--- src/rtl/smart_store_pkg.sv ---
`default_nettype none
// ============================================================================
// Module      : smart_store_pkg
// Description : Shared types and constants for the checkout scanner fabric:
//               arbiter state encoding, lookup status codes, data widths and
//               a saturating total accumulator helper.
// Revision    : 1.0 - initial release
// ============================================================================
package smart_store_pkg;

    localparam int TOTAL_W   = 14;
    localparam int PRICE_W   = 10;
    localparam int BARCODE_W = 16;

    typedef enum logic [1:0] {
        S_IDLE   = 2'd0,
        S_ISSUE  = 2'd1,
        S_WAIT   = 2'd2,
        S_UPDATE = 2'd3
    } state_t;

    localparam logic [1:0] ST_ADDED   = 2'b00;
    localparam logic [1:0] ST_UNKNOWN = 2'b01;
    localparam logic [1:0] ST_TIMEOUT = 2'b10;
    localparam logic [1:0] ST_INVALID = 2'b11;

    // Adds a zero-extended price to a running total, clamping at all-ones.
    function automatic logic [TOTAL_W-1:0] sat_add(
        input logic [TOTAL_W-1:0] total,
        input logic [PRICE_W-1:0] price
    );
        logic [TOTAL_W:0] sum;
        sum = {1'b0, total} + {{(TOTAL_W + 1 - PRICE_W){1'b0}}, price};
        return sum[TOTAL_W] ? {TOTAL_W{1'b1}} : sum[TOTAL_W-1:0];
    endfunction

endpackage
`default_nettype wire

--- src/rtl/rr_arbiter.sv ---
`default_nettype none
// ============================================================================
// Module      : rr_arbiter
// Description : Combinational round-robin grant. The search starts at the
//               lane after ptr (the last granted lane) and wraps around.
// Revision    : 1.0 - initial release
// ============================================================================
module rr_arbiter #(
    parameter int NUM_LANES = 4,
    parameter int PTR_W     = 2
) (
    input  logic [NUM_LANES-1:0] req,
    input  logic [PTR_W-1:0]     ptr,
    output logic [NUM_LANES-1:0] grant
);

    logic [PTR_W-1:0] w_idx;

    // Walk from the farthest lane back to the nearest; the nearest requester wins.
    always_comb begin
        grant = '0;
        w_idx = '0;
        for (int k = NUM_LANES; k >= 1; k--) begin
            w_idx = PTR_W'((int'(ptr) + k) % NUM_LANES);
            if (req[w_idx]) begin
                grant        = '0;
                grant[w_idx] = 1'b1;
            end
        end
    end

endmodule
`default_nettype wire

--- src/rtl/scan_arbiter.sv ---
`default_nettype none
// ============================================================================
// Module      : scan_arbiter
// Description : Shares one price-lookup port between NUM_LANES scanner lanes.
//               One transaction at a time: grant, issue lookup, wait for the
//               response (or time out), then update the lane total and ack.
// Revision    : 1.0 - initial release
// ============================================================================
module scan_arbiter
    import smart_store_pkg::*;
#(
    parameter int NUM_LANES = 4,
    parameter int TIMEOUT   = 15
) (
    input  logic                           clk,
    input  logic                           reset_n,
    input  logic [NUM_LANES-1:0]           lane_req,
    input  logic [BARCODE_W*NUM_LANES-1:0] lane_barcode,
    input  logic [NUM_LANES-1:0]           lane_clear,
    output logic [NUM_LANES-1:0]           lane_ack,
    output logic [1:0]                     ack_status,
    output logic [TOTAL_W*NUM_LANES-1:0]   lane_total,
    output logic                           pl_req,
    output logic [BARCODE_W-1:0]           pl_barcode,
    input  logic                           pl_valid,
    input  logic                           pl_hit,
    input  logic [PRICE_W-1:0]             pl_price,
    output logic                           busy
);

    localparam int PTR_W = (NUM_LANES > 1) ? $clog2(NUM_LANES) : 1;
    localparam int CNT_W = (TIMEOUT > 1) ? $clog2(TIMEOUT) : 1;

    state_t                 r_state;
    logic [PTR_W-1:0]       r_last;
    logic [NUM_LANES-1:0]   r_grant;
    logic [1:0]             r_status;
    logic [PRICE_W-1:0]     r_price;
    logic [CNT_W-1:0]       r_tmo;
    logic                   r_pl_req;
    logic [BARCODE_W-1:0]   r_pl_barcode;
    logic [NUM_LANES-1:0]   r_lane_ack;
    logic [1:0]             r_ack_status;

    logic [NUM_LANES-1:0]   w_req_eff;
    logic [NUM_LANES-1:0]   w_grant;
    logic [PTR_W-1:0]       w_grant_idx;
    logic [BARCODE_W-1:0]   w_sel_barcode;
    logic                   w_add;

    // A lane whose ack is on the wire this cycle is finished; its request may
    // still be high until the requester reacts, so keep it out of arbitration.
    assign w_req_eff = lane_req & ~r_lane_ack;

    rr_arbiter #(
        .NUM_LANES (NUM_LANES),
        .PTR_W     (PTR_W)
    ) u_rr (
        .req   (w_req_eff),
        .ptr   (r_last),
        .grant (w_grant)
    );

    // One-hot grant to lane index.
    always_comb begin
        w_grant_idx = '0;
        for (int i = 0; i < NUM_LANES; i++) begin
            if (w_grant[i]) w_grant_idx = PTR_W'(i);
        end
    end

    // Barcode of the lane currently being serviced.
    always_comb begin
        w_sel_barcode = '0;
        for (int i = 0; i < NUM_LANES; i++) begin
            if (r_last == PTR_W'(i)) w_sel_barcode = lane_barcode[BARCODE_W*i +: BARCODE_W];
        end
    end

    // Transaction sequencer with registered lookup and ack outputs.
    always_ff @(posedge clk or negedge reset_n) begin
        if (!reset_n) begin
            r_state      <= S_IDLE;
            r_last       <= PTR_W'(NUM_LANES - 1);
            r_grant      <= '0;
            r_status     <= ST_ADDED;
            r_price      <= '0;
            r_tmo        <= '0;
            r_pl_req     <= 1'b0;
            r_pl_barcode <= '0;
            r_lane_ack   <= '0;
            r_ack_status <= '0;
        end else begin
            r_pl_req     <= 1'b0;
            r_lane_ack   <= '0;
            r_ack_status <= '0;
            case (r_state)
                S_IDLE: begin
                    if (|w_req_eff) begin
                        r_grant <= w_grant;
                        r_last  <= w_grant_idx;
                        r_state <= S_ISSUE;
                    end
                end
                S_ISSUE: begin
                    r_pl_barcode <= w_sel_barcode;
                    r_tmo        <= '0;
                    if (w_sel_barcode != '0) begin
                        r_pl_req <= 1'b1;
                        r_state  <= S_WAIT;
                    end else begin
                        r_status <= ST_INVALID;
                        r_state  <= S_UPDATE;
                    end
                end
                S_WAIT: begin
                    if (pl_valid) begin
                        r_status <= pl_hit ? ST_ADDED : ST_UNKNOWN;
                        r_price  <= pl_price;
                        r_state  <= S_UPDATE;
                    end else if (r_tmo == CNT_W'(TIMEOUT - 1)) begin
                        r_status <= ST_TIMEOUT;
                        r_state  <= S_UPDATE;
                    end else begin
                        r_tmo <= r_tmo + 1'b1;
                    end
                end
                S_UPDATE: begin
                    r_lane_ack   <= r_grant;
                    r_ack_status <= r_status;
                    r_state      <= S_IDLE;
                end
                default: r_state <= S_IDLE;
            endcase
        end
    end

    assign w_add = (r_state == S_UPDATE) && (r_status == ST_ADDED);

    for (genvar g = 0; g < NUM_LANES; g++) begin : g_lane
        logic [TOTAL_W-1:0] r_total;

        // Per-lane total: clear beats a same-cycle accumulate.
        always_ff @(posedge clk or negedge reset_n) begin
            if (!reset_n) begin
                r_total <= '0;
            end else if (lane_clear[g]) begin
                r_total <= '0;
            end else if (w_add && r_grant[g]) begin
                r_total <= sat_add(r_total, r_price);
            end
        end

        assign lane_total[TOTAL_W*g +: TOTAL_W] = r_total;
    end

    assign lane_ack   = r_lane_ack;
    assign ack_status = r_ack_status;
    assign pl_req     = r_pl_req;
    assign pl_barcode = r_pl_barcode;
    assign busy       = (r_state != S_IDLE);

endmodule
`default_nettype wire

--- config.mk ---
export PLATFORM = sky130hd
export DESIGN_NAME = scan_arbiter
export DESIGN_NICKNAME = d
export VERILOG_FILES = /design/src/rtl/smart_store_pkg.sv /design/src/rtl/rr_arbiter.sv /design/src/rtl/scan_arbiter.sv
export SDC_FILE = /design/constraint.sdc
export NUM_CORES = 1
export LEC_CHECK = 0
export BUFFER_PORTS_ARGS = -buffer_cell sky130_fd_sc_hd__buf_4
export CELL_PAD_IN_SITES_DETAIL_PLACEMENT = 1
export CELL_PAD_IN_SITES_GLOBAL_PLACEMENT = 1
export CORE_ASPECT_RATIO = 0.7
export CORE_UTILIZATION = 39
export CTS_BUF_LIST = sky130_fd_sc_hd__clkbuf_8
export DETAILED_ROUTE_END_ITERATION = 10
export PLACE_DENSITY = 0.78
export SETUP_SLACK_MARGIN = 0.1
export SLEW_MARGIN = 40
export SYNTH_ARGS = -nofsm -noshare
export SYNTH_HDL_FRONTEND = slang
export SYNTH_HIERARCHICAL = 1
export SYNTH_SLANG_ARGS = --single-unit
--- constraint.sdc ---
create_clock -name clk -period 2.5 [get_ports clk]
set_clock_uncertainty 0.05 [all_clocks]
set_input_delay 0.25 -clock clk [delete_from_list [all_inputs] [get_ports clk]]
set_output_delay 0.25 -clock clk [all_outputs]
set_load 0.05 [all_outputs]
* Word-level counts from Yosys, hierarchy flattened
Cells that the tools add are included.
Storage, ports and cells: bits in registers 103, input port bits 86, output and inout port bits 80, word-level logic and storage cells 126
Operators by class: add/subtract/negate cells 9, $lt $le $gt $ge 8, eq/ne operators 12, mux-type cells 56, bitwise operators 2, reductions and logical operators 25
Operators with widths (count):
- two-way mux 14 bit | 12
- two-way mux 16 bit | 4
- adder 14 x 10 -> 15 bit | 4
- two-way mux 4 bit | 7
- two-way mux 2 bit | 9
- nonzero test 16 bit | 1
- two-way mux 1 bit | 13
- less-than comparator 2 x 3 -> 1 bit (second input constant) | 4
- nonzero test 2 bit | 6
- logical AND 1 bit | 9
- binary-select mux 1 bit (select 2 bit) | 4
- demux 1 bit (select 2 bit) | 4
- equality test 2 bit (second input constant) | 4
- greater-or-equal comparator 2 x 1 -> 1 bit (second input constant) | 4
- != test 2 bit (second input constant) | 4
- case mux 2 bit (4 select lines) | 1
- case mux 4 bit (2 select lines) | 1
- logical NOT 2 bit | 3
- AND reduction 2 bit | 3
- AND reduction 3 bit | 2
- adder 2 x 1 -> 2 bit (second input constant) | 2
- adder 2 bit (second input constant) | 2
- adder 4 x 1 -> 4 bit (second input constant) | 1
- AND 4 bit | 1
- other kinds (6) | 7

* Logic depth before layout (Yosys ltp)
Gate-level depths: netlist (run 1).
depth in word-level cells 12, mapped depth 10, mapped depth without buffers 9

* Cells and area by module
The synthesis (run 1) kept the hierarchy.
Modules (own cells, without submodules):
- scan_arbiter | instances 1, cells each 651, area each 6710.2 µm², seq. area each 2580.0 µm²
- rr_arbiter | instances 1, cells each 44, area each 377.9 µm², seq. area each 0.0 µm²

* Least setup slack after synthesis (run 1)
No wires, ideal clock.
path kind register to register, start point reg g_lane[0].r_total[0], end point reg g_lane[0].r_total[2], setup time 0.143 ns, data arrival time 2.558 ns, required time 2.307 ns, slack -0.251 ns, stages on the path, launching flop included 9, buffers on the path 0, clock period less this slack 2.751 ns, cell sequence dfrtp_1 ha_1 fa_1 a211oi_1 o21ai_1 a21o_1 a41o_1 a21boi_2 a211oi_1
On the way: longest elaborated chain between the ends 4
RTL lines:
- from (decl) | line scan_arbiter.sv:141 | logic [TOTAL_W-1:0] r_total;
- from (signal assigned) | line scan_arbiter.sv:150 | r_total <= sat_add(r_total, r_price);
- adder 14 x 10 -> 15 bit | line smart_store_pkg.sv:33 | sum = {1'b0, total} + {{(TOTAL_W + 1 - PRICE_W){1'b0}}, price};
- two-way mux 14 bit | line smart_store_pkg.sv:34 | return sum[TOTAL_W] ? {TOTAL_W{1'b1}} : sum[TOTAL_W-1:0];
- two-way mux 14 bit | line scan_arbiter.sv:149 | end else if (w_add && r_grant[g]) begin
- two-way mux 14 bit | line scan_arbiter.sv:147 | end else if (lane_clear[g]) begin
No other way between the ends. The select of a mux whose other input is x is not followed. A chain may end at the register's enable or synchronous reset.

* Worst setup path in the final report (run 1)
start point reg r_price[0], end point reg g_lane[2].r_total[10]
On the way: longest elaborated chain between the ends 4
RTL lines:
- from (decl) | line scan_arbiter.sv:38 | logic [PRICE_W-1:0] r_price;
- from (signal assigned) | line scan_arbiter.sv:119 | r_price <= pl_price;
- adder 14 x 10 -> 15 bit | line smart_store_pkg.sv:33
- two-way mux 14 bit | line smart_store_pkg.sv:34
- two-way mux 14 bit | line scan_arbiter.sv:149
- two-way mux 14 bit | line scan_arbiter.sv:147
- to (signal assigned) | line scan_arbiter.sv:150
- to (decl) | line scan_arbiter.sv:141
No other way between the ends. The select of a mux whose other input is x is not followed.

==> reports/results.tsv, run 1 <==
stage	metric	value	unit
floorplanning	io_pins	166	
timing	fin_ws	-0.0589	ns
routing	ant_nets	0	
pwr	seqPwrFrac	25.3	%
pwr	p_leak	4.41	nW
routing	firstDrtPassIters	4	
finish	final_core_utilization	56.7	%
floorplanning	initial_core_util	40.6	%
clock_network	cts.path.max_buffers	2	
global_routing	antenna_found_initial	0	
synthesis	syn_area_per_cell	10.2	sq um
clock_network	cts.sinks	103	
worst_hold_path	holdCritPathClass	primary input to flip-flop	
placed_design	post-place-cells	1111	
setup_path	cp-end-kind	flip-flop	
finish	stdcell_area	9910	sq um
global_routing	grt_pass1_wl	37.0	mm
synthesis	synth_cell_types	73	
clock_network	cts_buffers	9	
synthesis	synth_edf_count	0	
global_routing	grt_max_degree	50	
synthesis	ys_seq_area_share	36.4	%
synthesis	synthAdderAreaFrac	10.5	%
synthesis	yosys-mux-area-fraction	12.8	%
floorplanning	core_area	17500	sq um
setup_path	cp_max_fo	4	
pwr	p_int	5.33	mW
worst_hold_path	worstHoldPathCells	2	
clock_network	clk_pin_slew_worst_paths	0.10	ns
synthesis	yosysTopAreaCell	dfrtp_1	
placed_design	hpwl	17.3	mm
outcome	status	complete, but fails checks	
timing	setup_viol	11	
synthesis	synth_flop_cell	dfrtp_1	
clock_network	cts_root_buffer	clkbuf_8	
synthesis	synth.most_common_cell	dfrtp_1	
setup_path	reg2reg_slack	-0.06	ns
placed_design	dpl_worst_slack	-0.211	ns
synthesis	synth_commonest_cells	101 x dfrtp_1, 55 x nor2_1, 53 x ha_1, 46 x a21oi_1, 37 x a211oi_1	
worst_hold_path	min_to	r_price[8]	
setup_path	r2r_end	g_lane[2].r_total[10]	
finish	drive_gt1_share	42.1	%
finish	finalNonFillerCells	1159	
synthesis	syn_area	7090	sq um
synthesis	syn_nets	838	
synthesis	yosysWarnings	6	
global_routing	overflow	0	
timing	fmax	391	MHz
timing	relSlewSlack	55.0	%
timing	fin_crit	2.56	ns
pwr	clockPowerShare	11.2	%
outcome	violations	negative setup slack	
finish	fill_cells	1894	
placed_design	io_buffers	165	
floorplanning	die_x	163	um
timing	worst_slew_pin_slew	0.675	ns
placed_design	gp_congestion	0.894	
synthesis	syn_inst	695	
routing	drtIter0Drc	381	
global_routing	grt_use_total	25.4	%
clock_network	htreeDepth	3	
synthesis	synth-async-reset-ratio	100	%
synthesis	synth_top_area_share	35.7	%
setup_path	r2r-start	r_price[0]	
synthesis	synth_simple_gate_area_share	13.5	%
floorplanning	dieArea	18700	sq um
routing	drc	0	
timing	finalMaxSlewViolations	0	
worst_hold_path	hp-start	pl_price[8]	
timing	worst_hold_slack	0.0393	ns
setup_path	start_kind	flip-flop	
flow_run	maxCapViolCount	0	
floorplanning	dieHeight	115	um
synthesis	synth_area_leaders	dfrtp_1 36%, ha_1 9.4%, a211oi_1 3.9%	
pwr	sw_frac_of_total	47.3	%
setup_path	r2r_cells	8	
timing	rsz0062_at_grt	yes	
routing	wl_per_cell	20.3	um
timing	finalHoldViolations	0	
synthesis	ys_ff_latch	103	
finish	n_antenna_cell	0	
routing	via_count	6588	
synthesis	synth-xor-area-share	3.71	%
pwr	peakVddDrop	490	uV
pwr	power_frac_comb	63.4	%
floorplanning	rows	40	
routing	drt_wl_total	23.5	mm
synthesis	synth_top_family_by_area	compound AO/OA/AOI/OAI gates	
finish	area.growth.synth_to_final	39.8	%
clock_network	cts_tree	built	
setup_path	crit_type	flip-flop to flip-flop	
synthesis	synth-compound-area-share	19.8	%
finish	final_nets	1066	
pwr	power.density	1020	nW/um^2
setup_path	crit_arrival	2.82	ns
timing	fin_crit_sh	102	%
placed_design	dpl_cell_area	8970	sq um
global_routing	grt_pass1_vias	7009	
clock_network	clk_latency	0.41	ns
pwr	p_switching	4.78	mW
routing	via_per_inst	5.68	
setup_path	crit_required	2.77	ns
==> flip-flops by register name, summed over array words and instances, names as in the netlist <==
register	flops
lane_ack	4
r_state	2
r_price	10
ack_status	2
r_status	2
r_last	2
r_grant	4
r_tmo	4
pl_barcode	16
pl_req	1
g_lane.r_total	56
==> power by group through the flow <==
stage / Clock, mW / Sequential, mW / Combinational [mW]
after floorplan: 0 / 3.23 / 3.13
after global placement: 0 / 2.54 / 5.20
after detailed placement: 0 / 2.57 / 5.45
after CTS: 1.17 / 2.55 / 5.82
after global routing: 1.24 / 2.61 / 6.88
final: 1.14 / 2.56 / 6.42
==> area by class of cell <==
| class | instances | area, sq um | area share (%) |
|---|---|---|---|
| multi-input combinational | 538 | 4790 | 48.3 |
| sequential | 103 | 2600 | 26.2 |
| timing repair buffer | 239 | 1910 | 19.2 |
| tap | 231 | 289 | 2.92 |
| clock buffer | 10 | 138 | 1.39 |
| inverter | 32 | 120 | 1.21 |
| clock inverter | 6 | 70.1 | 0.707 |
==> critical path: stages (launching register included) <==
cell and delay, ns:
dfrtp_2 0.47, ha_4 0.18, fa_2 0.34, a211oi_2 0.29, o21ai_2 0.10, a31oi_2 0.24, nor2b_2 0.09, or4b_4 0.53
a31oi_1 0.19
==> cells in the final DEF, fill, tap and decap left out, types with 13 or more instances in the layout <==
master	n
nand2_1	36
ha_1	41
a211oi_2	18
xnor2_1	15
nand3_1	16
nor2b_1	14
mux2_2	18
a211oi_1	19
inv_1	27
nor2_1	51
dfrtp_1	88
o21ai_1	13
o21ai_0	27
a21oi_1	40
xor2_1	14
mux4_2	17
buf_4	219
dfrtp_2	13
==> layer usage <==
| metal | track usage (%) | routed length [um] | vias to the layer above |
|---|---|---|---|
| li1 | - | - | 3074 |
| met1 | 33.7 | 10500 | 3334 |
| met2 | 42.7 | 11700 | 148 |
| met3 | 4.58 | 844 | 32 |
| met4 | 7.60 | 498 | 0 |
| met5 | 0 | 0 | - |
==> through the flow <==
step	total power [mW]	TNS (ns)
floorplan	6.36	0
global placement	7.74	-0.0202
detailed placement	8.02	-2.79
CTS	9.54	-0.150
global route	10.7	-1.76
finish	10.1	-0.241
==> worst max path at each step <==
stage                         startpoint                     to  cells past startpoint  slack (ns)
global placement              r_price[0]  g_lane[1].r_total[10]                      8       -0.02
floorplan           g_lane[2].r_total[0]  g_lane[2].r_total[10]                      8        0.07
CTS                           r_price[0]  g_lane[2].r_total[10]                      8       -0.06
finish                        r_price[0]  g_lane[2].r_total[10]                      8       -0.06
global route                  r_price[0]  g_lane[2].r_total[10]                      8       -0.15
detailed placement            r_price[0]  g_lane[1].r_total[10]                      8       -0.21
==> repair_timing <==
| item | 4_1_cts | 5_1_grt |
|---|---|---|
| setup buffers | 12 | 11 |
| hold buffers | 6 | 3 |
| resized for setup | 50 | 62 |
| setup endpoints to repair | 61 | 65 |
| endpoints found under the hold margin | 50 | 3 |
| pin swaps | 20 | 24 |
==> cell families (layout without fill, tap and decap cells) <==
| logic type | Yosys count | after routing |
|---|---|---|
| compound gates | 211 | 211 |
| buf+inv | 54 | 287 |
| flops | 103 | 103 |
| simple gates | 182 | 182 |
| xor+xnor | 30 | 30 |
| mux | 58 | 58 |
| fa+ha+maj | 57 | 57 |
No activity file was read; power rests on OpenSTA's default activity.
==> run 2: changes to the inputs <==
--- a/config.mk
+++ b/config.mk
@@ -6,13 +6,12 @@
 export NUM_CORES = 1
 export LEC_CHECK = 0
 export BUFFER_PORTS_ARGS = -buffer_cell sky130_fd_sc_hd__buf_4
-export CELL_PAD_IN_SITES_DETAIL_PLACEMENT = 1
-export CELL_PAD_IN_SITES_GLOBAL_PLACEMENT = 1
 export CORE_ASPECT_RATIO = 0.7
-export CORE_UTILIZATION = 39
+export CORE_UTILIZATION = 42
 export CTS_BUF_LIST = sky130_fd_sc_hd__clkbuf_8
 export DETAILED_ROUTE_END_ITERATION = 10
-export PLACE_DENSITY = 0.78
+export MAX_ROUTING_LAYER = met4
+export PLACE_DENSITY = 0.66
 export SETUP_SLACK_MARGIN = 0.1
 export SLEW_MARGIN = 40
 export SYNTH_ARGS = -nofsm -noshare
==> run 2 against run 1 <==
- the run now ends clean
- clock power barely moved
- wire length fell by 17%
- worst hold slack worse by 0.010 ns
- combinational power is 7.2% lower
- non-clock buffer count decreased by 14
- die area decreased by 7.0%
- count of clock-buffer cells in the layout fell by 1
- utilization up 1.8 points
- via count fell by 5.8%
- register-to-register slack better by 0.13 ns
- largest power group unchanged
- highest routed layer unchanged
==> reports/results.tsv, run 2 (synthesis gave the netlist of run 1 again) <==
stage	metric	value	unit	change
outcome	status	finished, final reports clean		
clock_network	htreeDepth	3		unchanged
clock_network	cts.sinks	103		unchanged
clock_network	cts.path.max_buffers	2		unchanged
global_routing	grt_use_total	23.2	%	-2.2 points
setup_path	crit_type	flip-flop to flip-flop		
timing	worst_slew_pin_slew	0.560	ns	-0.115 ns
finish	n_antenna_cell	0		unchanged
finish	final_cell_mix	214 x buf_4, 87 x dfrtp_1, 54 x nor2_1		
timing	relSlewSlack	62.3	%	+7.3 points
setup_path	critPathBufInv	0		unchanged
setup_path	cp-end-kind	flip-flop		
timing	finalHoldViolations	0		unchanged
setup_path	path_cells	ha_4, fa_2, a211oi_4, o21ai_2, a31oi_2, nor2b_1, or4b_1, a31oi_1		
routing	ant_nets	0		unchanged
floorplanning	dieHeight	111	um	-3.6%
global_routing	grt_pass1_wl	31.0	mm	-16%
floorplanning	die_x	157	um	-3.6%
routing	via_count	6209		-5.8%
global_routing	antenna_found_initial	0		unchanged
floorplanning	rows	39		-2.5%
pwr	p_total	9.65	mW	-4.6%
finish	drive_gt1_share	39.1	%	-3.1 points
routing	drt_wl_total	19.5	mm	-17%
pwr	p_leak	4.36	nW	-1.2%
clock_network	cts_tree	built		
timing	fmax	411	MHz	+5.2%
timing	fin_crit_sh	97.3	%	-5.1 points
timing	finalMaxSlewViolations	0		unchanged
floorplanning	dieArea	17400	sq um	-7.0%
placed_design	io_buffers	165		unchanged
finish	largest_register_ffs	56		unchanged
pwr	clockPowerShare	11.6	%	+0.4 points
pwr	peakVddDrop	452	uV	-7.7%
setup_path	reg2reg_slack	0.07	ns	+0.13 ns
setup_path	crit_required	2.76	ns	about the same
clock_network	cts_buffers	9		unchanged
routing	via_per_inst	5.45		-4.1%
timing	setup_tns	0	ns	+0.241 ns
pwr	seqPwrFrac	26.7	%	+1.4 points
timing	setup_viol	0		-11
floorplanning	io_pins	166		unchanged
timing	rsz0062_at_grt	yes		
finish	area.growth.synth_to_final	35.4	%	
setup_path	slowest_stage	dfrtp_2		
setup_path	crit_family	compound AO/OA/AOI/OAI gates		
routing	firstDrtPassIters	5		+1
global_routing	grt_max_degree	39		-22%
timing	fin_crit	2.43	ns	-0.127 ns
pwr	power_frac_comb	61.7	%	-1.7 points
pwr	sw_frac_of_total	46.2	%	-1.1 points
finish	mostFrequentLayoutCell	buf_4		
pwr	p_switching	4.46	mW	-6.7%
placed_design	gp_congestion	0.863		-3.5%
flow_run	maxCapViolCount	0		unchanged
global_routing	grt_pass1_vias	5848		-17%
placed_design	hpwl	14.4	mm	-17%
worst_hold_path	holdCritPathClass	primary input to flip-flop		
routing	drtIter0Drc	325		-15%
finish	regMostFlops	g_lane.r_total		
setup_path	crit_arrival	2.69	ns	-0.13 ns
pwr	power.density	1010	nW/um^2	-1.5%
floorplanning	initial_core_util	43.2	%	+2.7 points
pwr	p_int	5.19	mW	-2.6%
global_routing	overflow	0		unchanged
setup_path	critPathMaxStageDelay	0.51	ns	-0.02 ns
clock_network	clk_latency	0.38	ns	-0.03 ns
floorplanning	core_area	16400	sq um	-6.1%
setup_path	start_kind	flip-flop		
routing	wl_per_cell	17.1	um	-15%
clock_network	cts_root_buffer	clkbuf_8		
clock_network	clk_pin_slew_worst_paths	0.11	ns	about the same
routing	drc	0		unchanged
finish	final_nets	1052		-1.3%
setup_path	cp_max_fo	5		+1
[run 2: cell count changes in the layout (fill, tap and decap cells not counted), sizes merged]
cell / delta
dlygate4sd3: -7
clkbuf: -1
inv: +3
clkinv: +1
clkinvlp: -3
buf: -7
[run 2: layer usage]
layer  GRT usage (%)  vias to the layer above  wire (um)
met5               -                        -          0
met4            4.27                        0        204
met3            5.00                       19        944
met2            32.1                      132       8480
met1            34.9                     2985       9900
li1                -                     3073          -
[run 2: repair_timing]
action	in CTS	in global routing
gates resized for setup	20	52
buffers inserted	7	15
pin swaps	16	17
hold buffers	2	0
endpoints found under the hold margin	37	0
endpoints found under the setup margin	52	62
[run 2: final timing paths]
check | startpoint | end | cells after the start
min in group asynchronous | reset_n | g_lane[0].r_total[9] | 2
max in group asynchronous | reset_n | r_last[0] | 3
max | r_price[0] | g_lane[2].r_total[10] | 8
min reg2reg | pl_barcode[12] | pl_barcode[12] | 1
max reg2reg | r_price[0] | g_lane[2].r_total[10] | 8
min | pl_price[6] | r_price[6] | 2
[run 2: final cells by class]
cell class | count | area (sq um)
Tap cell | 225 | 282
Timing Repair Buffer | 225 | 1780
Sequential cell | 103 | 2600
Clock buffer | 9 | 124
Multi-Input combinational cell | 538 | 4620
Clock inverter | 7 | 80.1
Fill cell | 1435 | 6800
Inverter | 32 | 120
[run 2: worst reg2reg max path: cells and delay by family, from the launching register on]
family	cells	cell delay (ns)
flip-flops	1	0.51
AO/OA/AOI/OAI	4	0.69
AND/OR/NAND/NOR	2	0.56
adder cells (fa/ha/maj)	2	0.56
[run 2: per-stage QoR]
| stage | instances | setup WS [ns] | instance area [sq um] | hold slack, ns | utilization (%) |
|---|---|---|---|---|---|
| 5_1_grt | 1139 | -0.0360 | 9600 | 0.0102 | 58.5 |
| 2_1_floorplan | 695 | 0.0732 | 7180 | -0.0956 | - |
| 3_5_place_dp | 1099 | -0.101 | 8920 | 0.216 | 54.4 |
| 3_3_place_gp | 1099 | -0.00756 | 8920 | 0.223 | 54.4 |
| 4_1_cts | 1124 | 0.0648 | 9270 | 0.0136 | 56.6 |
| 6_report | 1139 | 0.0681 | 9600 | 0.0290 | 58.5 |
[run 2: power by group through the flow]
stage | clock network, mW | logic [mW] | registers, mW
after CTS | 1.15 | 5.36 | 2.56
after detailed placement | 0 | 5.21 | 2.59
after global routing | 1.22 | 6.43 | 2.64
final | 1.12 | 5.96 | 2.58
after floorplan | 0 | 3.13 | 3.23
after global placement | 0 | 5.19 | 2.57
